[config.mk]
export PLATFORM = sky130hd
export DESIGN_NAME = ram_port_arbiter
export DESIGN_NICKNAME = d
export VERILOG_FILES = /design/src/rtl/ram_arb_pkg.sv /design/src/rtl/rr_arbiter2.sv /design/src/rtl/ram_port_arbiter.sv
export SDC_FILE = /design/constraint.sdc
export NUM_CORES = 1
export LEC_CHECK = 0
export ABC_AREA = 1
export BUFFER_PORTS_ARGS = -buffer_cell sky130_fd_sc_hd__buf_4
export CAP_MARGIN = 20
export CELL_PAD_IN_SITES_DETAIL_PLACEMENT = 2
export CELL_PAD_IN_SITES_GLOBAL_PLACEMENT = 2
export CORE_MARGIN = 3
export CORE_UTILIZATION = 28
export CTS_BUF_LIST = sky130_fd_sc_hd__clkbuf_2
export DETAILED_ROUTE_END_ITERATION = 8
export HOLD_SLACK_MARGIN = 0.06
export PLACE_DENSITY = 0.92
export SYNTH_ARGS = -nofsm -noshare
export SYNTH_HDL_FRONTEND = slang
export SYNTH_SLANG_ARGS = --single-unit
[constraint.sdc]
create_clock -name clk -period 2 [get_ports clk]
set_input_delay 0.4 -clock clk [delete_from_list [all_inputs] [get_ports clk]]
set_output_delay 0.4 -clock clk [all_outputs]
set_load 0.005 [all_outputs]
[src/rtl/ram_arb_pkg.sv]
// Shared types and defaults for the RAM port-B arbiter.
// Optional feature macro used by the arbiter files: RAM_ARB_LOCK_EN.
package ram_arb_pkg;

  localparam int unsigned RAM_ARB_DATA_W = 16;
  localparam int unsigned RAM_ARB_ADDR_W = 10;

  typedef enum logic [1:0] {
    IDLE   = 2'd0,
    ISSUE  = 2'd1,
    RDWAIT = 2'd2
  } arb_state_e;

  typedef enum logic {
    REQ_CPU = 1'b0,
    REQ_EXT = 1'b1
  } req_id_e;

endpackage

[src/rtl/rr_arbiter2.sv]
// Two-way round-robin picker holding the last_winner register.
// With RAM_ARB_LOCK_EN defined, a lock captured during ISSUE makes the
// previous winner win the next arbitration if it is requesting.
module rr_arbiter2
  import ram_arb_pkg::*;
(
  input  logic       clk,
  input  logic       rst_n,
  input  logic [1:0] req,          // bit 0 = CPU, bit 1 = EXT
  input  logic       update,       // accept the current pick
`ifdef RAM_ARB_LOCK_EN
  input  logic       lock_capture, // high during ISSUE
  input  logic       lock_in,      // current winner's lock
`endif
  output logic       valid,
  output req_id_e    winner,
  output req_id_e    last_winner
);

  req_id_e last_q;
`ifdef RAM_ARB_LOCK_EN
  logic    lock_q;
  logic    locked_req;
`endif

  assign last_winner = last_q;

  // Pick: lone requester wins; on a tie the one that did not win last time.
  always_comb begin
    valid  = |req;
    winner = REQ_CPU;
    if (req[0] && req[1]) begin
      winner = (last_q == REQ_CPU) ? REQ_EXT : REQ_CPU;
    end else if (req[1]) begin
      winner = REQ_EXT;
    end
`ifdef RAM_ARB_LOCK_EN
    locked_req = (last_q == REQ_CPU) ? req[0] : req[1];
    if (lock_q && locked_req) begin
      winner = last_q;
    end
`endif
  end

  // last_winner register; reset to EXT so the CPU wins the first tie.
  always_ff @(posedge clk or negedge rst_n) begin
    if (!rst_n) begin
      last_q <= REQ_EXT;
    end else if (update) begin
      last_q <= winner;
    end
  end

`ifdef RAM_ARB_LOCK_EN
  // Lock state sampled from the winner during ISSUE.
  always_ff @(posedge clk or negedge rst_n) begin
    if (!rst_n) begin
      lock_q <= 1'b0;
    end else if (lock_capture) begin
      lock_q <= lock_in;
    end
  end
`endif

endmodule

[src/rtl/ram_port_arbiter.sv]
// Shares RAM port B between the CPU load/store path and an external master.
// Each access is one req/gnt word transaction; all outputs are registered.
// Optional feature: define RAM_ARB_LOCK_EN to add cpu_lock/ext_lock.
module ram_port_arbiter
  import ram_arb_pkg::*;
#(
  parameter int unsigned DATA_W = RAM_ARB_DATA_W,
  parameter int unsigned ADDR_W = RAM_ARB_ADDR_W
) (
  input  logic              clk,
  input  logic              rst_n,
  input  logic              cpu_req,
  input  logic              cpu_we,
  input  logic [ADDR_W-1:0] cpu_addr,
  input  logic [DATA_W-1:0] cpu_wdata,
  output logic              cpu_gnt,
  output logic              cpu_rvalid,
  output logic [DATA_W-1:0] cpu_rdata,
  input  logic              ext_req,
  input  logic              ext_we,
  input  logic [ADDR_W-1:0] ext_addr,
  input  logic [DATA_W-1:0] ext_wdata,
  output logic              ext_gnt,
  output logic              ext_rvalid,
  output logic [DATA_W-1:0] ext_rdata,
`ifdef RAM_ARB_LOCK_EN
  input  logic              cpu_lock,
  input  logic              ext_lock,
`endif
  output logic [ADDR_W-1:0] ram_addr,
  output logic [DATA_W-1:0] ram_data,
  output logic              ram_we,
  input  logic [DATA_W-1:0] ram_q,
  output logic              busy
);

  arb_state_e        state_q, state_d;
  logic [ADDR_W-1:0] ram_addr_q, ram_addr_d;
  logic [DATA_W-1:0] ram_data_q, ram_data_d;
  logic              ram_we_q, ram_we_d;
  logic              cpu_gnt_q, cpu_gnt_d, ext_gnt_q, ext_gnt_d;
  logic              cpu_rvalid_q, cpu_rvalid_d, ext_rvalid_q, ext_rvalid_d;
  logic [DATA_W-1:0] cpu_rdata_q, cpu_rdata_d, ext_rdata_q, ext_rdata_d;
  logic              busy_q, busy_d;

  logic              arb_valid;
  logic              arb_update;
  req_id_e           arb_winner;
  req_id_e           last_winner;

  rr_arbiter2 u_arb (
    .clk          (clk),
    .rst_n        (rst_n),
    .req          ({ext_req, cpu_req}),
    .update       (arb_update),
`ifdef RAM_ARB_LOCK_EN
    .lock_capture (state_q == ISSUE),
    .lock_in      ((last_winner == REQ_CPU) ? cpu_lock : ext_lock),
`endif
    .valid        (arb_valid),
    .winner       (arb_winner),
    .last_winner  (last_winner)
  );

  // Next-state and registered-output values; last_winner names the owner
  // of the transaction in flight.
  always_comb begin
    state_d      = state_q;
    ram_addr_d   = ram_addr_q;
    ram_data_d   = ram_data_q;
    ram_we_d     = 1'b0;
    cpu_gnt_d    = 1'b0;
    ext_gnt_d    = 1'b0;
    cpu_rvalid_d = 1'b0;
    ext_rvalid_d = 1'b0;
    cpu_rdata_d  = cpu_rdata_q;
    ext_rdata_d  = ext_rdata_q;
    arb_update   = 1'b0;
    unique case (state_q)
      IDLE: begin
        if (arb_valid) begin
          arb_update = 1'b1;
          state_d    = ISSUE;
          if (arb_winner == REQ_CPU) begin
            ram_addr_d = cpu_addr;
            ram_data_d = cpu_wdata;
            ram_we_d   = cpu_we;
            cpu_gnt_d  = 1'b1;
          end else begin
            ram_addr_d = ext_addr;
            ram_data_d = ext_wdata;
            ram_we_d   = ext_we;
            ext_gnt_d  = 1'b1;
          end
        end
      end
      ISSUE: begin
        state_d = ram_we_q ? IDLE : RDWAIT;
      end
      RDWAIT: begin
        state_d = IDLE;
        if (last_winner == REQ_CPU) begin
          cpu_rdata_d  = ram_q;
          cpu_rvalid_d = 1'b1;
        end else begin
          ext_rdata_d  = ram_q;
          ext_rvalid_d = 1'b1;
        end
      end
      default: state_d = IDLE;
    endcase
    busy_d = (state_d != IDLE);
  end

  // State and output registers; reset drops any in-flight read.
  always_ff @(posedge clk or negedge rst_n) begin
    if (!rst_n) begin
      state_q      <= IDLE;
      ram_addr_q   <= '0;
      ram_data_q   <= '0;
      ram_we_q     <= 1'b0;
      cpu_gnt_q    <= 1'b0;
      ext_gnt_q    <= 1'b0;
      cpu_rvalid_q <= 1'b0;
      ext_rvalid_q <= 1'b0;
      cpu_rdata_q  <= '0;
      ext_rdata_q  <= '0;
      busy_q       <= 1'b0;
    end else begin
      state_q      <= state_d;
      ram_addr_q   <= ram_addr_d;
      ram_data_q   <= ram_data_d;
      ram_we_q     <= ram_we_d;
      cpu_gnt_q    <= cpu_gnt_d;
      ext_gnt_q    <= ext_gnt_d;
      cpu_rvalid_q <= cpu_rvalid_d;
      ext_rvalid_q <= ext_rvalid_d;
      cpu_rdata_q  <= cpu_rdata_d;
      ext_rdata_q  <= ext_rdata_d;
      busy_q       <= busy_d;
    end
  end

  assign ram_addr   = ram_addr_q;
  assign ram_data   = ram_data_q;
  assign ram_we     = ram_we_q;
  assign cpu_gnt    = cpu_gnt_q;
  assign ext_gnt    = ext_gnt_q;
  assign cpu_rvalid = cpu_rvalid_q;
  assign ext_rvalid = ext_rvalid_q;
  assign cpu_rdata  = cpu_rdata_q;
  assign ext_rdata  = ext_rdata_q;
  assign busy       = busy_q;

endmodule

# Word level (Yosys, flattened, before mapping)
# Index checks and enable logic that the tools add are counted.
# totals
ff_bits,67
in_bits,74
elab_cells,44
# op_classes
n_eq_ne,2
n_mux,22
n_bitwise,1
n_reduce_logical,7
# op_table
operator,n
$mux 1,17
$mux 16,1
$mux 10,1
$reduce_and 2->1,3
$mux 2,2
$pmux 2 s2,1
$eq 2x1->1 const B,1
$eq 2x2->1 const B,1
$logic_not 2->1,1
$reduce_bool 2->1,1
$reduce_or 2->1,1
$logic_and 1x1->1,1
$not 1->1,1

# Depth between registers and ports, before layout
# depth
ltp_word,5
mapped_depth,7
ltp_nobuf,6

# By module
# From an unflattened synthesis, not the netlist that was laid out.
# hier_totals
hier_cells,364
hier_area_um2,2941.6
# modules_own_cells
module,instances,cells_per_inst,area_each_um2
ram_port_arbiter,1,356,2882.8
rr_arbiter2,1,8,58.8

# Worst setup path after synthesis
# No wires, ideal clock.
# synth_path
path_kind,reg-to-reg
start,register u_arb.last_q (netlist: u_arb.last_winner)
end,register ram_addr_q[0] (netlist: ram_addr[0])
t_arrival_ps,1099
slack_ps,784
stages_incl_launch_ff,8
path_buffers,2
path_cell_list,dfstp_2 nand2_2 nand2_1 buf_4 buf_6 nand2_1 nand3_1 nand2_1
# synth_between
elab_chain_cells,3
# synth_rtl
element,line,source
from (decl),rr_arbiter2.sv:20,req_id_e last_q;
from (signal assigned),rr_arbiter2.sv:50,last_q <= winner;
$mux 1,rr_arbiter2.sv:33,winner = (last_q == REQ_CPU) ? REQ_EXT : REQ_CPU;
$mux 1,rr_arbiter2.sv:32,if (req[0] && req[1]) begin
$mux 10,ram_port_arbiter.sv:84,if (arb_winner == REQ_CPU) begin
to (signal assigned),ram_port_arbiter.sv:131,ram_addr_q <= ram_addr_d;
to (decl),ram_port_arbiter.sv:38,"logic [ADDR_W-1:0] ram_addr_q, ram_addr_d;"
# No other way between the ends.
# A chain may end at the register's enable or synchronous reset.

# Final worst setup path
# layout_path
start,register state_q[1]
end,register ram_data_q[14] (netlist: ram_data[14])
# layout_between
elab_chain_cells,2
# layout_rtl
element,line,source
from (decl),ram_port_arbiter.sv:37,"arb_state_e state_q, state_d;"
from (signal assigned),ram_port_arbiter.sv:130,state_q <= state_d;
$logic_not 2->1,ram_port_arbiter.sv:79,unique case (state_q)
$reduce_and 2->1 (no source line),--,
to (signal assigned),ram_port_arbiter.sv:132,ram_data_q <= ram_data_d;
to (decl),ram_port_arbiter.sv:39,"logic [DATA_W-1:0] ram_data_q, ram_data_d;"
# No other way between the ends.

==> summary.md <==
| Metric | Value |
|---|---|
| Type of origin of the critical path | `register` |
| Worst slack, placed | `roughly 0.028 ns` |
| Max Cap Viol | `0` |
| Met3 Use GR | `under 10%` |
| WHS Path Cells | `3` |
| Status | `complete, no violations` |
| Hold_sp | `ram_q[9]` |
| Period utilization | `between 80% and 90%` |
| PwrDens | `~1400 nW/µm²` |
| Inserted Diodes | `0` |
| CP most frequent cell | `nand2_1` |
| Remaining antenna violation count | `0` |
| CP Buf/Inv Count | `2` |
| Vias in the first global route | `3252` |
| Share of the synthesized area in the top cell type | `a little under three fifths` |
| Reg area | `roughly 1700 µm²` |
| RSZ-0062 raised after global routing | `false` |
| Initial drt markers | `between 80 and 90` |
| Final setup vio count | `0` |
| First-pass DRT Iterations | `4` |
| Wire length of the first global-routing pass | `16700 µm` |
| # fillers | `~1200` |
| Layout area overhead | `43.5%` |
| Initial antenna violation count | `0` |
| Top delay family on crit path | `simple AND/OR/NAND/NOR gates` |
| Sequential share of the synthesized area | `between 50 and 60%` |
| Crit. End Element | `register` |
| Mapped Cells | `around 370` |
| Aggregate global routing overflow | `0` |
| Critical Path RT | `2.38 ns` |
| Hold path endpoint | `ext_rdata[9]$_DFFE_PN0P_` |
| Number of I/O port buffers | `about 140` |
| Number of sinks driven by the clock tree | `between 60 and 70` |
| Leakage | `around 2.5 nW` |
| Crit-path slowest cell | `dfrtp_1` |
| Total Nets Final | `roughly 600` |
| Cell taking the most area after synthesis | `dfrtp_1` |
| TritonCTS clock tree | `built` |
| RR Startpoint | `state_q[1]$_DFF_PN0_` |
| CP max FO | `27` |
| Min Hold Slack | `~0.14 ns` |
| Rel. slew slack | `about half` |
| Max clock buf depth | `2` |
| Final Hold Viols | `0` |
| Worst-Skew Late Latency | `about 0.5 ns` |
| Ys Warns | `0` |
| Max IR drop VDD | `0.429 mV` |
| Setup_tns | `0 ns` |
| CTS Root Cell | `clkbuf_2` |
| DRC errors left | `0` |
| Critical Path AT | `around 2.2 ns` |
| Met1 GRT Util | `roughly a fifth` |
| Initial core utilization | `a little under 30%` |
| Cell Chain, Critical Path | `inv_1, nand2_1, nor2_4, inv_2, nand2_1, nand2_1` |
| Final Critical Period | `around 1.8 ns` |
| Total track usage | `a little under a fifth` |
| Most frequent cells in the layout | `143 x buf_4, 112 x nand2_1, 75 x inv_1` |
| Worst reg2reg path depth | `6` |
| Boundary Pins | `roughly 140` |
| Multi-input logic area | `a little over 900 µm²` |
| Mapped Area | `about 3000 µm²` |
| WL/cell | `16.5 µm` |
| Final GP Congestion | `between 0.7 and 0.8` |
| Final Skew | `~0.035 ns` |
| Core outline area | `a little over 10000 µm²` |
| Commonest non-fill, non-tap cell in the layout | `buf_4` |
| Worst path max stage delay | `0.47 ns` |
| Largest cells by area after synthesis | `dfrtp_1 55%, nand2_1 14%, inv_1 9.4%` |
| Die X | `109 µm` |
| Share of cells above drive strength 1 | `32.3%` |
| Avg Inst Size Synth | `approximately 8.1 µm²` |
| Final slew viol count | `0` |
| Met2 global-route usage | `around 34%` |
| Reg clk slew, reported paths | `roughly 0.23 ns` |
| Post-synth cell types | `17` |
| Rows | `37` |
| WS Path Type | `reg2reg` |
| DIE AREA | `approximately 12000 µm²` |
| Dpl cell area | `a little over 4000 µm²` |
| Final instance area | `around 4300 µm²` |
| Worst setup slack after layout | `about 0.20 ns` |
| Vias per cell | `approximately 4.5` |
| CTS Buf Count | `9` |
| Power Total | `~6 mW` |
| Setup Buffers After CTS | `0` |
| Post-CTS sizing | `0` |
| DRT Wirelength | `approximately 11000 µm` |
| Most Crowded Layer GR | `met2` |
| Reg2reg setup slack | `0.20 ns` |
| Vias | `between 2000 and 3000` |
| Actual slew at the worst max-slew pin | `0.763 ns` |
| Min-delay worst type | `in2reg` |
| Flops & latches, synth | `67` |
| Htree depth | `3` |
| Chip height | `between 100 and 150 µm` |
| HPWL Detailed | `8130 µm` |
| Largest net degree at the start of global routing | `between 40 and 50` |
| R2r endpoint | `ram_data[14]$_DFFE_PN0P_` |
| Syn nets | `445` |
| FMAX | `between 500 and 600 MHz` |
-- synthesized netlist by cell type (all sizes together) --
| cell | number |
|---|---|
| or2 | 1 |
| nand2 | 113 |
| nand3 | 54 |
| o21ai | 34 |
| nor2 | 6 |
| nor3 | 1 |
| dfstp | 1 |
| clkbuf | 6 |
| buf | 13 |
| dfrtp | 66 |
| inv | 76 |
-- cells by family after synthesis --
family,count (synthesis),share of synthesized area (%)
AND/OR/NAND/NOR,175,24.7
AO/OA/AOI/OAI,34,5.68
flip-flops,67,56.0
buffers and inverters,95,13.6
-- per-stage QoR --
stage                     std cells  util, %
after floorplan                 371        -
after global placement          632     39.9
after detailed placement        632     39.9
after CTS                       650     41.5
after global routing            650     41.5
final                           650     41.5
-- registers in the layout, summed over array words and instances, names as in the netlist, 2 cells and up --
signal	flops
cpu_rdata	16
ext_rdata	16
ram_addr	10
ram_data	16
state_q	2
-- worst max path at each step --
stage / from / to / cells past startpoint
6_report: state_q[1]$_DFF_PN0_ / ram_data[14]$_DFFE_PN0P_ / 6
5_1_grt: state_q[1]$_DFF_PN0_ / ram_data[9]$_DFFE_PN0P_ / 6
4_1_cts: state_q[1]$_DFF_PN0_ / ram_data[14]$_DFFE_PN0P_ / 6
3_5_place_dp: state_q[1]$_DFF_PN0_ / ram_addr[8]$_DFFE_PN0P_ / 6
3_3_place_gp: ext_req / ram_data[0]$_DFFE_PN0P_ / 6
2_1_floorplan: u_arb.last_winner$_DFFE_PN1P_ / ram_addr[0]$_DFFE_PN0P_ / 7
-- timing repair --
action / 4_1_cts / 5_1_grt
endpoints found under the hold margin: 40 / 0
hold buffers: 1 / 0
endpoints found under the setup margin: 22 / 0
-- cell type report --
cell class,count,share of cell area (%)
flip-flops and latches,67,39.0
well taps,136,3.96
multi-input cells,210,21.3
repair buffers,145,25.7
clock inverters,7,2.33
clock buffers,9,1.05
inverters,76,6.64
-- report_power, final --
group	leakage, nW	total (mW)	internal (mW)	switching, mW
sequential	0.822	2.46	2.02	0.437
clock	0.0869	0.966	0.426	0.541
combinational	1.61	2.62	1.26	1.36
total	2.52	6.04	3.70	2.34
-- tightest hold or removal path, delay by kind of cell --
family,cells,cell delay (ns)
AOI/OAI and AO/OA,1,0.08
buffers and inverters,2,0.16
-- metal layers --
layer  share of wire [%]  wire length, µm
met5                   0                0
met4                 1.1              123
met3                 5.7              618
met2                  53             5730
met1                  40             4280
Note: power is estimated with default switching activity, not from simulation.
